`src/rtl/fifo_pkg.sv`:
```
// Shared definitions for the flagged FIFO: default geometry, thresholds and a width helper.
package fifo_pkg;

  localparam int unsigned DEF_AWIDTH    = 8;
  localparam int unsigned DEF_DWIDTH    = 5;
  localparam int unsigned DEF_DEPTH     = 1 << DEF_AWIDTH;
  localparam int unsigned DEF_AFULL_TH  = DEF_DEPTH - 4;
  localparam int unsigned DEF_AEMPTY_TH = 4;

  // Occupancy needs one more bit than the address so that DEPTH itself is representable
  typedef logic [DEF_AWIDTH:0] count_t;

  function automatic int unsigned clog2(input int unsigned v);
    int unsigned r;
    r = 0;
    for (int unsigned i = 0; i < 32; i++) begin
      if ((64'd1 << i) < 64'(v)) r = i + 1;
    end
    return r;
  endfunction

endpackage

```
`src/rtl/fifo_flagged_if.sv`:
```
// Producer/consumer-facing signal bundle of the flagged FIFO.
interface fifo_flagged_if
  import fifo_pkg::*;
#(
  parameter int unsigned AWIDTH = DEF_AWIDTH,
  parameter int unsigned DWIDTH = DEF_DWIDTH
);

  logic [DWIDTH-1:0] data_in;
  logic              wr_en;
  logic              rd_en;
  logic              clr_err;
  logic [DWIDTH-1:0] data_out;
  logic              full;
  logic              empty;
  logic              almost_full;
  logic              almost_empty;
  logic [AWIDTH:0]   count;
  logic              overflow;
  logic              underflow;

  modport master (
    output data_in, wr_en, rd_en, clr_err,
    input  data_out, full, empty, almost_full, almost_empty, count, overflow, underflow
  );

  modport slave (
    input  data_in, wr_en, rd_en, clr_err,
    output data_out, full, empty, almost_full, almost_empty, count, overflow, underflow
  );

endinterface

```
`src/rtl/fifo_ptr_ctrl.sv`:
```
// Pointer, occupancy and status-flag control for the flagged FIFO; all flags follow next-cycle count.
module fifo_ptr_ctrl
  import fifo_pkg::*;
#(
  parameter int unsigned AWIDTH    = DEF_AWIDTH,
  parameter int unsigned AFULL_TH  = (1 << AWIDTH) - 4,
  parameter int unsigned AEMPTY_TH = DEF_AEMPTY_TH
) (
  input  logic              clk,
  input  logic              rst,
  input  logic              wr_en,
  input  logic              rd_en,
  output logic              wr_acc,
  output logic              rd_acc,
  output logic [AWIDTH-1:0] wr_ptr,
  output logic [AWIDTH-1:0] rd_ptr,
  output logic [AWIDTH:0]   count,
  output logic              full,
  output logic              empty,
  output logic              almost_full,
  output logic              almost_empty
);

  localparam logic [AWIDTH:0] DEPTH_C = {1'b1, {AWIDTH{1'b0}}};
  localparam logic [AWIDTH:0] AF_C    = AFULL_TH[AWIDTH:0];
  localparam logic [AWIDTH:0] AE_C    = AEMPTY_TH[AWIDTH:0];

  logic [AWIDTH-1:0] wr_ptr_q, wr_ptr_d;
  logic [AWIDTH-1:0] rd_ptr_q, rd_ptr_d;
  logic [AWIDTH:0]   count_q, count_d;
  logic              full_q, full_d;
  logic              empty_q, empty_d;
  logic              afull_q, afull_d;
  logic              aempty_q, aempty_d;

  always_comb begin
    // Accepts are masked during reset so a reset cycle never touches storage
    rd_acc   = rd_en & ~empty_q & ~rst;
    wr_acc   = wr_en & ~rst & (~full_q | rd_acc);
    wr_ptr_d = wr_ptr_q + AWIDTH'(wr_acc);
    rd_ptr_d = rd_ptr_q + AWIDTH'(rd_acc);
    count_d  = count_q;
    case ({wr_acc, rd_acc})
      2'b10:   count_d = count_q + 1'b1;
      2'b01:   count_d = count_q - 1'b1;
      default: count_d = count_q;
    endcase
    full_d   = (count_d == DEPTH_C);
    empty_d  = (count_d == '0);
    afull_d  = (count_d >= AF_C);
    aempty_d = (count_d <= AE_C);
  end

  always_ff @(posedge clk) begin
    if (rst) begin
      wr_ptr_q <= '0;
      rd_ptr_q <= '0;
      count_q  <= '0;
      full_q   <= 1'b0;
      empty_q  <= 1'b1;
      afull_q  <= 1'b0;
      aempty_q <= 1'b1;
    end else begin
      wr_ptr_q <= wr_ptr_d;
      rd_ptr_q <= rd_ptr_d;
      count_q  <= count_d;
      full_q   <= full_d;
      empty_q  <= empty_d;
      afull_q  <= afull_d;
      aempty_q <= aempty_d;
    end
  end

  assign wr_ptr       = wr_ptr_q;
  assign rd_ptr       = rd_ptr_q;
  assign count        = count_q;
  assign full         = full_q;
  assign empty        = empty_q;
  assign almost_full  = afull_q;
  assign almost_empty = aempty_q;

endmodule

```
`src/rtl/fifo_flagged.sv`:
```
// Single-clock FIFO with programmable thresholds, sticky error flags and selectable FWFT read mode.
module fifo_flagged
  import fifo_pkg::*;
#(
  parameter int unsigned AWIDTH    = DEF_AWIDTH,
  parameter int unsigned DWIDTH    = DEF_DWIDTH,
  parameter int unsigned AFULL_TH  = (1 << AWIDTH) - 4,
  parameter int unsigned AEMPTY_TH = DEF_AEMPTY_TH,
  parameter int unsigned FWFT      = 0
) (
  input  logic           clk,
  input  logic           rst,
  fifo_flagged_if.slave  bus
);

  localparam int unsigned DEPTH = 1 << AWIDTH;

  logic              wr_acc;
  logic              rd_acc;
  logic [AWIDTH-1:0] wr_ptr;
  logic [AWIDTH-1:0] rd_ptr;
  logic [DWIDTH-1:0] mem_q [DEPTH];
  logic [DWIDTH-1:0] head;
  logic [DWIDTH-1:0] dout_q, dout_d;
  logic              ovf_q, ovf_d;
  logic              udf_q, udf_d;

  fifo_ptr_ctrl #(
    .AWIDTH    (AWIDTH),
    .AFULL_TH  (AFULL_TH),
    .AEMPTY_TH (AEMPTY_TH)
  ) u_ptr_ctrl (
    .clk          (clk),
    .rst          (rst),
    .wr_en        (bus.wr_en),
    .rd_en        (bus.rd_en),
    .wr_acc       (wr_acc),
    .rd_acc       (rd_acc),
    .wr_ptr       (wr_ptr),
    .rd_ptr       (rd_ptr),
    .count        (bus.count),
    .full         (bus.full),
    .empty        (bus.empty),
    .almost_full  (bus.almost_full),
    .almost_empty (bus.almost_empty)
  );

  always_ff @(posedge clk) begin
    if (wr_acc) mem_q[wr_ptr] <= bus.data_in;
  end

  // Asynchronous read: a same-cycle write to this slot is seen only after the edge
  assign head = mem_q[rd_ptr];

  always_comb begin
    dout_d = dout_q;
    if (rd_acc) dout_d = head;
    ovf_d = (bus.wr_en & ~wr_acc) | (ovf_q & ~bus.clr_err);
    udf_d = (bus.rd_en & bus.empty) | (udf_q & ~bus.clr_err);
  end

  always_ff @(posedge clk) begin
    if (rst) begin
      dout_q <= '0;
      ovf_q  <= 1'b0;
      udf_q  <= 1'b0;
    end else begin
      dout_q <= dout_d;
      ovf_q  <= ovf_d;
      udf_q  <= udf_d;
    end
  end

  assign bus.data_out  = (FWFT != 0) ? head : dout_q;
  assign bus.overflow  = ovf_q;
  assign bus.underflow = udf_q;

endmodule

```
`src/flat_wrapper.sv`:
```
// flat-port wrapper written by rule: the top's interface ports become plain ports
module fifo_flagged_flat import fifo_pkg::*;
#(
  parameter int unsigned AWIDTH    = DEF_AWIDTH,
  parameter int unsigned DWIDTH    = DEF_DWIDTH,
  parameter int unsigned AFULL_TH  = (1 << AWIDTH) - 4,
  parameter int unsigned AEMPTY_TH = DEF_AEMPTY_TH,
  parameter int unsigned FWFT      = 0
)
  (clk, rst, bus_data_in, bus_wr_en, bus_rd_en, bus_clr_err, bus_data_out, bus_full, bus_empty, bus_almost_full, bus_almost_empty, bus_count, bus_overflow, bus_underflow);
  fifo_flagged_if #(.AWIDTH(AWIDTH), .DWIDTH(DWIDTH)) bus_i ();
  input  logic clk;
  input  logic rst;
  input wire logic [$bits(bus_i.data_in)-1:0] bus_data_in;
  input wire logic [$bits(bus_i.wr_en)-1:0] bus_wr_en;
  input wire logic [$bits(bus_i.rd_en)-1:0] bus_rd_en;
  input wire logic [$bits(bus_i.clr_err)-1:0] bus_clr_err;
  output wire logic [$bits(bus_i.data_out)-1:0] bus_data_out;
  output wire logic [$bits(bus_i.full)-1:0] bus_full;
  output wire logic [$bits(bus_i.empty)-1:0] bus_empty;
  output wire logic [$bits(bus_i.almost_full)-1:0] bus_almost_full;
  output wire logic [$bits(bus_i.almost_empty)-1:0] bus_almost_empty;
  output wire logic [$bits(bus_i.count)-1:0] bus_count;
  output wire logic [$bits(bus_i.overflow)-1:0] bus_overflow;
  output wire logic [$bits(bus_i.underflow)-1:0] bus_underflow;
  assign bus_i.data_in = bus_data_in;
  assign bus_i.wr_en = bus_wr_en;
  assign bus_i.rd_en = bus_rd_en;
  assign bus_i.clr_err = bus_clr_err;
  assign bus_data_out = bus_i.data_out;
  assign bus_full = bus_i.full;
  assign bus_empty = bus_i.empty;
  assign bus_almost_full = bus_i.almost_full;
  assign bus_almost_empty = bus_i.almost_empty;
  assign bus_count = bus_i.count;
  assign bus_overflow = bus_i.overflow;
  assign bus_underflow = bus_i.underflow;
  fifo_flagged #(.AWIDTH(AWIDTH), .DWIDTH(DWIDTH), .AFULL_TH(AFULL_TH), .AEMPTY_TH(AEMPTY_TH), .FWFT(FWFT)) u_core (.clk(clk), .rst(rst), .bus(bus_i));
endmodule
```
`config.mk`:
```
export PLATFORM = sky130hd
export DESIGN_NAME = fifo_flagged_flat
export DESIGN_NICKNAME = d
export VERILOG_FILES = /design/src/rtl/fifo_pkg.sv /design/src/rtl/fifo_flagged_if.sv /design/src/rtl/fifo_ptr_ctrl.sv /design/src/rtl/fifo_flagged.sv /design/src/flat_wrapper.sv
export SDC_FILE = /design/constraint.sdc
export NUM_CORES = 1
export LEC_CHECK = 0
export CELL_PAD_IN_SITES_DETAIL_PLACEMENT = 1
export CELL_PAD_IN_SITES_GLOBAL_PLACEMENT = 2
export CORE_ASPECT_RATIO = 1.5
export CORE_MARGIN = 10
export CORE_UTILIZATION = 51
export CTS_BUF_LIST = sky130_fd_sc_hd__clkbuf_8
export CTS_CLUSTER_SIZE = 8
export DETAILED_ROUTE_END_ITERATION = 7
export HOLD_SLACK_MARGIN = 0.03
export PLACE_DENSITY_LB_ADDON = 0.1
export SETUP_SLACK_MARGIN = 0.3
export SYNTH_ARGS = -nofsm -noshare
export SYNTH_HDL_FRONTEND = slang
export SYNTH_HIERARCHICAL = 1
export SYNTH_SLANG_ARGS = --single-unit
```
`constraint.sdc`:
```
create_clock -name clk -period 5 [get_ports clk]
set_input_delay 1 -clock clk [delete_from_list [all_inputs] [get_ports clk]]
set_output_delay 1 -clock clk [all_outputs]
set_load 0.02 [all_outputs]
```
**After elaboration in Yosys (flattened, before gate mapping)**

Memory sizes are Yosys's and may differ from the RTL's. A register that Yosys moved wholly into a read port is not among the register bits.
Cells that the tools add are included.

- Output and inout port bits: 20
- Bits in writable memories: 1,280
- Logic and storage cells: 39
- Memories kept: 1
- Bits in registers: 31
- Input port bits: 10

Memories:

| memory | words | bits a word | rd ports | clocked after Yosys merged registers in | wr ports | line | RTL |
|---|---|---|---|---|---|---|---|
| u_core.mem_q | 256 | 5 | 1 | 1 | 1 | fifo_flagged.sv:22 | `logic [DWIDTH-1:0] mem_q [DEPTH];` |

- Bitwise operators: 16
- $add $sub $neg: 4
- Order comparisons: 2
- Reduce and logical (&&, ||, !) cells: 1
- Equal/unequal tests: 3
- Muxes and demuxes: 3

Operator list:

| cell | number |
|---|---|
| $pmux W9 S2 | 1 |
| $add A8 B1 Y8 | 2 |
| $add A9 B1 Y9 const B | 1 |
| $eq A9 B9 Y1 const B | 1 |
| $ge A9 B8 Y1 const B | 1 |
| $le A9 B3 Y1 const B | 1 |
| $logic_not A9 Y1 | 1 |
| $sub A9 B1 Y9 const B | 1 |
| $and A1 B1 Y1 | 8 |
| $not A1 Y1 | 5 |
| $or A1 B1 Y1 | 3 |
| $eq A2 B1 Y1 const B | 1 |
| $eq A2 B2 Y1 const B | 1 |
| $mux W1 | 2 |

**Logic depth before layout (Yosys ltp)**

Gate-level depths: netlist of run 1.

- Depth after elaboration: 8
- Gate-level depth with buffers: 15
- Depth with buffers taken out: 12

**Hierarchy**

Netlist of run 1, hierarchy kept.

Modules (own cells, without submodules):

| module | cells an instance | sequential area each (sq um) | instances | area each (sq um) |
|---|---|---|---|---|
| fifo_flagged | 2,651 | 38,577.0 | 1 | 50,893.8 |
| fifo_ptr_ctrl | 222 | 580.6 | 1 | 1,916.8 |

**Least setup slack after synthesis of run 1**

OpenSTA, ideal clock, no wires.

- Path type: input to register
- Start: input port rst
- End: register u_core.u_ptr_ctrl.full_q, in the netlist u_core/u_ptr_ctrl/full
- Data arrival time: 3,900 ps
- Cell stages on the path: 15
- Required time: 4,913 ps
- Path slack: 1,013 ps
- Cells stage by stage: buf_2 -> clkbuf_1 -> nor2_1 -> ha_1 -> buf_4 -> buf_6 -> buf_4 -> xor2_1 -> ha_1 -> or4bb_1 -> o2111ai_4 -> o211ai_2 -> and4_4 -> or2_4 -> nor4b_2

- Cells in the longest elaborated chain, start to end: 7

Ends and longest elaborated chain:

| what | line | RTL |
|---|---|---|
| start, declared | flat_wrapper.sv:13 | `input logic rst;` |
| $not A1 Y1 (*) | fifo_ptr_ctrl.sv:38 | `rd_acc = rd_en & ~empty_q & ~rst;` |
| $and A1 B1 Y1 (*) | fifo_ptr_ctrl.sv:38 |  |
| named net u_core.rd_acc | fifo_flagged.sv:19 | `logic rd_acc;` |
| $or A1 B1 Y1 | fifo_ptr_ctrl.sv:39 | `wr_acc = wr_en & ~rst & (~full_q \| rd_acc);` |
| $and A1 B1 Y1 | fifo_ptr_ctrl.sv:39 |  |
| $eq A2 B1 Y1 or $eq A2 B2 Y1 (tied branches) | fifo_ptr_ctrl.sv:43 | `case ({wr_acc, rd_acc})` |
| $pmux W9 S2 (*) | fifo_ptr_ctrl.sv:43 |  |
| $eq A9 B9 Y1 (*) | fifo_ptr_ctrl.sv:48 | `full_d = (count_d == DEPTH_C);` |
| end signal, assigned | fifo_ptr_ctrl.sv:67 | `full_q <= full_d;` |
| end, declared | fifo_ptr_ctrl.sv:31 | `logic full_q, full_d;` |

Mark *: on every way through the listed nets, which the timed path passes. The rest lies on a longest branch.
A chain may end at the register's enable or synchronous reset.

==> results of run 1 <==
==> state kept, by name, summed over array words and instances (netlist names) <==
signal                          cells
u_core/u_ptr_ctrl/rd_ptr            8
u_core/u_ptr_ctrl/almost_empty      1
u_core/u_ptr_ctrl/almost_full       1
u_core/mem_q                     1280
u_core/u_ptr_ctrl/count             9
u_core/u_ptr_ctrl/empty             1
u_core/bus.overflow                 1
u_core/bus.underflow                1
u_core/u_ptr_ctrl/wr_ptr            8
u_core/u_ptr_ctrl/full              1
u_core/bus.data_out                 5
==> area by class of cell <==
class	instances	area, µm²	share of cell area [%]
antenna	2	5.00	0.00868
clock buffer	199	2740	4.75
clock inverter	91	402	0.696
inverter	11	41.3	0.0716
multi-input combinational	1364	12500	21.6
sequential	1316	39200	67.9
tap	1314	1640	2.85
timing repair buffer	126	1200	2.08
==> where the power goes <==
group          switching [W]  internal (W)
Clock                0.00387       0.00361
Combinational       0.000571      0.000380
Sequential         0.0000344        0.0121
==> cell usage after synthesis (31+ instances only) <==
library cell  count  area, µm²
clkbuf_1         85        319
mux4_2          234       5270
nand3_1          58        290
a22oi_1          55        413
nand2_1          70        263
nor2_1          327       1230
o21ai_0          34        170
buf_2            36        180
buf_6            31        349
edfxtp_1       1280      38400
a21oi_1          42        210
o22ai_1          48        300
dfxtp_1          36        721
mux2i_1         188       1880
==> tightest hold or removal path, cell delays in order (launching register included) <==
cell	delay (ns)
dfxtp_1	0.31
nand2b_1	0.06
a21oi_1	0.05
==> worst paths after layout <==
check,startpoint,end,cells past startpoint
worst max-delay path,u_core/u_ptr_ctrl/rd_ptr[1],u_core/bus.data_out[0],8
worst min-delay path,u_core/bus.underflow,u_core/bus.underflow,2
worst max register to register,u_core/u_ptr_ctrl/rd_ptr[1],u_core/bus.data_out[0],8
worst min register to register,u_core/bus.underflow,u_core/bus.underflow,2
==> placed cells by master (no fill, tap or decap), drive strengths merged, types with 36 or more instances in the layout <==
cell	count
mux2i	189
inv	66
nand3	58
a21oi	42
buf	102
mux4	234
clkbuf	199
o22ai	49
o21ai	36
nand2	70
dfxtp	36
edfxtp	1280
nor2	327
a22oi	56
==> stage by stage <==
stage | power (W) | setup slack, ns | instance area, µm²
finish | 0.0206 | 1.17 | 57700
global route | 0.0213 | 1.09 | 57700
CTS | 0.0208 | 1.19 | 57700
detailed placement | 0.0133 | 0.519 | 54500
global placement | 0.0133 | 0.661 | 54500
floorplan | 0.0130 | 1.01 | 52800
==> per-layer routing <==
metal	global-route usage [%]	wire [µm]
met1	28.3	52300
met2	42.5	74600
met3	4.33	6500
met4	10.5	6110
met5	0	26
==> logic make-up after synthesis <==
family,Yosys count
flip-flops,1316
multiplexers,428
buffers and inverters,193
AND/OR/NAND/NOR,603
adder cells (fa/ha/maj),7
AO/OA/AOI/OAI,311
XOR/XNOR,15
==> results.ini, run 1 <==
[run_status]
status = completed

[die]
core_um2 = 103000
num_rows = 144
die_area_um2 = 117000
num_io_pins = 30
die_h_um = 414
start_util_pct = 51.4
die_x_um = 283

[cts]
clock_tree.htree_level_count = 4
clk_path_buf_depth = 3
cts_tree = done
path_clk_slew_ns = 0.06
postCtsSetupBuffers = 0
cts-root-buf = clkbuf_8
cts.sinks = 1316
cts_buffers = 195
postCtsHoldBufs = 0
clock_latency_ns = 0.88
ctsResizeCount = 0

[yosys]
yosys.area_share.adder_pct = 0.166
ys_ff_latch = 1316
yosys.cell_types.count = 80
synth_top_family_by_area = multiplexers
synth_edf_count = 1280
syn_nets = 2890
synth_compound_area_share_pct = 4.21
synth_ff_type = edfxtp_1
synth-xor-area-share_pct = 0.249
synthMuxAreaShare_pct = 13.7
async_flop_share_pct = 0
syn_avg_cell_area_um2 = 18.4
synth-simple-area-share_pct = 5.28
netlist_area_um2 = 52800
ys.warnings.count = 6
synth_cells = 2873
seq_area_frac_synth_pct = 74.1

[sta]
post-route-min-period_ns = 3.83
slew_violations = 0
final.setup.tns_ns = 0
fmax_mhz = 261
setup_violations = 0
whs_ns = 0.475
fin_crit_sh_pct = 76.7
rsz0062_at_grt = no
tightest_slew_ns = 1.08
clock_skew_ns = 0.0258
slew_headroom_pct = 28.0
finalHoldViolCount = 0

[worst_setup_path]
crit_fanout = 43
max_stage_delay_ns = 0.87
cp.required_ns = 5.74
crit_type = reg2reg
cp_top_family = simple AND/OR/NAND/NOR gates
critPathCaptureType = flop
crit_arrival_ns = 4.58
reg2reg_slack_ns = 1.17
slowest_stage = dfxtp_4
path_buf_inv = 1
crit_chain = buf_4 > mux4_2 > nand2_1 > a21oi_1 > nor4_1 > nor3_1 > nor4bb_1 > a211o_1
start_kind = flop

[flow_run]
cap_violations = 0

[global_routing]
grt_overflow = 0
grt_pass1_wl_mm = 206
antenna_found_initial = 4
grt_max_degree = 121
track_usage_pct = 24.1
grt_pass1_vias = 30426

[finish]
area_growth_pct = 9.21
fin_nets = 3031
drive_gt1_share_pct = 18.9
nFillCells = 9048
utilization_pct = 56.2
finalNonFillerCells = 4423

[power_and_ir_drop]
vdd_ir_drop_max_mv = 0.241
p_per_area_nw_per_um2 = 357
p_leak_nw = 17.4

[placed_design]
place_inst = 4131
hpwl_mm = 91.7
gp_congestion = 0.858
port_buffers = 29

[routing]
drt_wl_total_mm = 140
drtIter0Drc = 2202
ant_nets = 0
post-route-drc-count = 0
firstDrtPassIters = 7
route.vias.total = 27728
viasPerCell = 6.27
routedWlPerCell_um = 31.5

[hold_path]
min-delay-path-class = reg2reg

Power figures use the tool's default switching activity.
==> run 2: changes to the inputs <==
clock period = 3.55 ns   (was 5 ns; I/O delays follow)
==> results.ini, run 2 (synthesis results as in run 1) <==
[power_and_ir_drop]
p_per_area_nw_per_um2 = 499
p_leak_nw = 18.0
netSwitchingFraction_pct = 21.9
intPower_w = 0.0229
vdd_ir_drop_max_mv = 0.355
switchingPower_w = 0.00640
p_clk_share_pct = 36.7
comb_power_share_pct = 4.9
seq_power_share_pct = 58.4

[routing]
top_layer = met4
routedWlPerCell_um = 32.0
wl_met3_mm = 6.96
route.vias.total = 28240
drt_wl_total_mm = 144
wl_met1_mm = 55.0
viasPerCell = 6.25
met2_length_mm = 77.1
firstDrtPassIters = 5
post-route-drc-count = 0
ant_nets = 0
drtIter0Drc = 2210

[cts]
clk_path_buf_depth = 3
clock_tree.htree_level_count = 4
cts_tree = done
path_clk_slew_ns = 0.06
clock_latency_ns = 0.89
postCtsSetupBuffers = 0
cts.sinks = 1316
cts-root-buf = clkbuf_8
cts_buffers = 194

[sta]
fin_crit_sh_pct = 92.6
fmax_mhz = 304
setup_violations = 0
rsz0062_at_grt = yes
finalHoldViolCount = 0
slew_headroom_pct = 33.0
post-route-min-period_ns = 3.29
clock_skew_ns = 0.0349
tightest_slew_ns = 1.00
layout_setup_ws_ns = 0.264
slew_violations = 0

[die]
die_x_um = 283
num_rows = 144
die_area_um2 = 117000
num_io_pins = 30
die_h_um = 414
core_um2 = 103000
start_util_pct = 51.4

[global_routing]
antenna_found_initial = 2
grt_pass1_vias = 30777
grt_overflow = 0
track_usage_pct = 24.8
grt_max_degree = 103
grt_pass1_wl_mm = 211

[finish]
layout_commonest_cell = edfxtp_1
final_cell_mix = 1280 x edfxtp_1, 324 x nor2_1, 234 x mux4_2
area_growth_pct = 11.2
drive_gt1_share_pct = 21.3
regArea_um2 = 39200
utilization_pct = 57.2
nFillCells = 9005
largest_register = u_core/mem_q
finalNonFillerCells = 4515
largest_reg_flops = 1280
fin_nets = 3116
multi_input_area_um2 = 12500

[placed_design]
place_inst = 4215
port_buffers = 29
hpwl_mm = 95.8
pre_cts_ws_ns = -0.145
gp_congestion = 0.884

[worst_setup_path]
timing.rr.start = u_core/u_ptr_ctrl/rd_ptr[1]
crit_type = reg2reg
reg2reg_slack_ns = 0.26
crit_fanout = 22
start_kind = flop
crit_arrival_ns = 4.08
rr_endpoint = u_core/bus.data_out[4]
cp.required_ns = 4.35
r2r_cells = 10
critPathCaptureType = flop

[hold_path]
min-delay-path-class = in2reg
min_to = u_core/mem_q[12][0]
hp-start = bus_data_in[0]
whs_path_depth = 1

[flow_run]
cap_violations = 0

[run_status]
status = completed

==> run 2: power by group through the flow <==
stage                     Combinational, W  Sequential [W]  Clock (W)
after floorplan                   0.000877          0.0174          0
after global placement             0.00140          0.0174          0
after detailed placement           0.00144          0.0174          0
after CTS                          0.00145          0.0171     0.0110
after global routing               0.00153          0.0171     0.0117
final                              0.00142          0.0171     0.0108
==> run 2: through the flow <==
step	TNS, ns	total power, W	hold WS, ns	cell area [µm²]
6_report	0	0.0293	0.344	58700
5_1_grt	0	0.0303	0.334	58700
4_1_cts	0	0.0296	0.295	58700
3_5_place_dp	-0.555	0.0189	0.460	55400
3_3_place_gp	-0.287	0.0188	0.457	55400
2_1_floorplan	0	0.0183	0.485	52900
==> run 2: worst max-delay path: stages, from the launching register on <==
cell and delay [ns]:
dfxtp_4 0.46, buf_16 0.23, buf_16 0.21, buf_4 0.23, or3b_2 0.55, o21ai_0 0.27, nor4_1 0.11, a21oi_1 0.24
nand4_1 0.38, a31oi_4 0.36, a211o_1 0.14
==> run 2: per-layer routing <==
layer  global-route usage [%]  vias to the layer above
li1                         -                    12051
met1                     30.1                    15082
met5                        0                        -
met4                     9.38                        0
met3                     4.14                      244
met2                     43.7                      863
==> run 2: worst max-delay path by stage <==
stage	start	endpoint	slack (ns)
4_1_cts	u_core/u_ptr_ctrl/rd_ptr[1]	u_core/bus.data_out[4]	0.30
5_1_grt	u_core/u_ptr_ctrl/rd_ptr[1]	u_core/bus.data_out[4]	0.26
3_5_place_dp	bus_rd_en	u_core/u_ptr_ctrl/almost_empty	-0.15
2_1_floorplan	rst	u_core/u_ptr_ctrl/full	0.22
3_3_place_gp	rst	u_core/bus.data_out[1]	-0.08
6_report	u_core/u_ptr_ctrl/rd_ptr[1]	u_core/bus.data_out[4]	0.26
==> run 2: cell type report <==
class	instances	share of cell area, %
diodes	1	0.00426
repair buffers	212	3.56
well taps	1314	2.80
clock buffers	202	4.74
inverters	11	0.0703
clock inverters	95	0.750
multi-input cells	1364	21.4
flip-flops and latches	1316	66.7
==> run 2: what timing repair did <==
item,CTS,global route
gates cloned,1,1
pin swaps,1,2
endpoints found under the setup margin,3,4
resized for setup,8,3
hold endpoints to repair,0,0
hold buffers,0,0
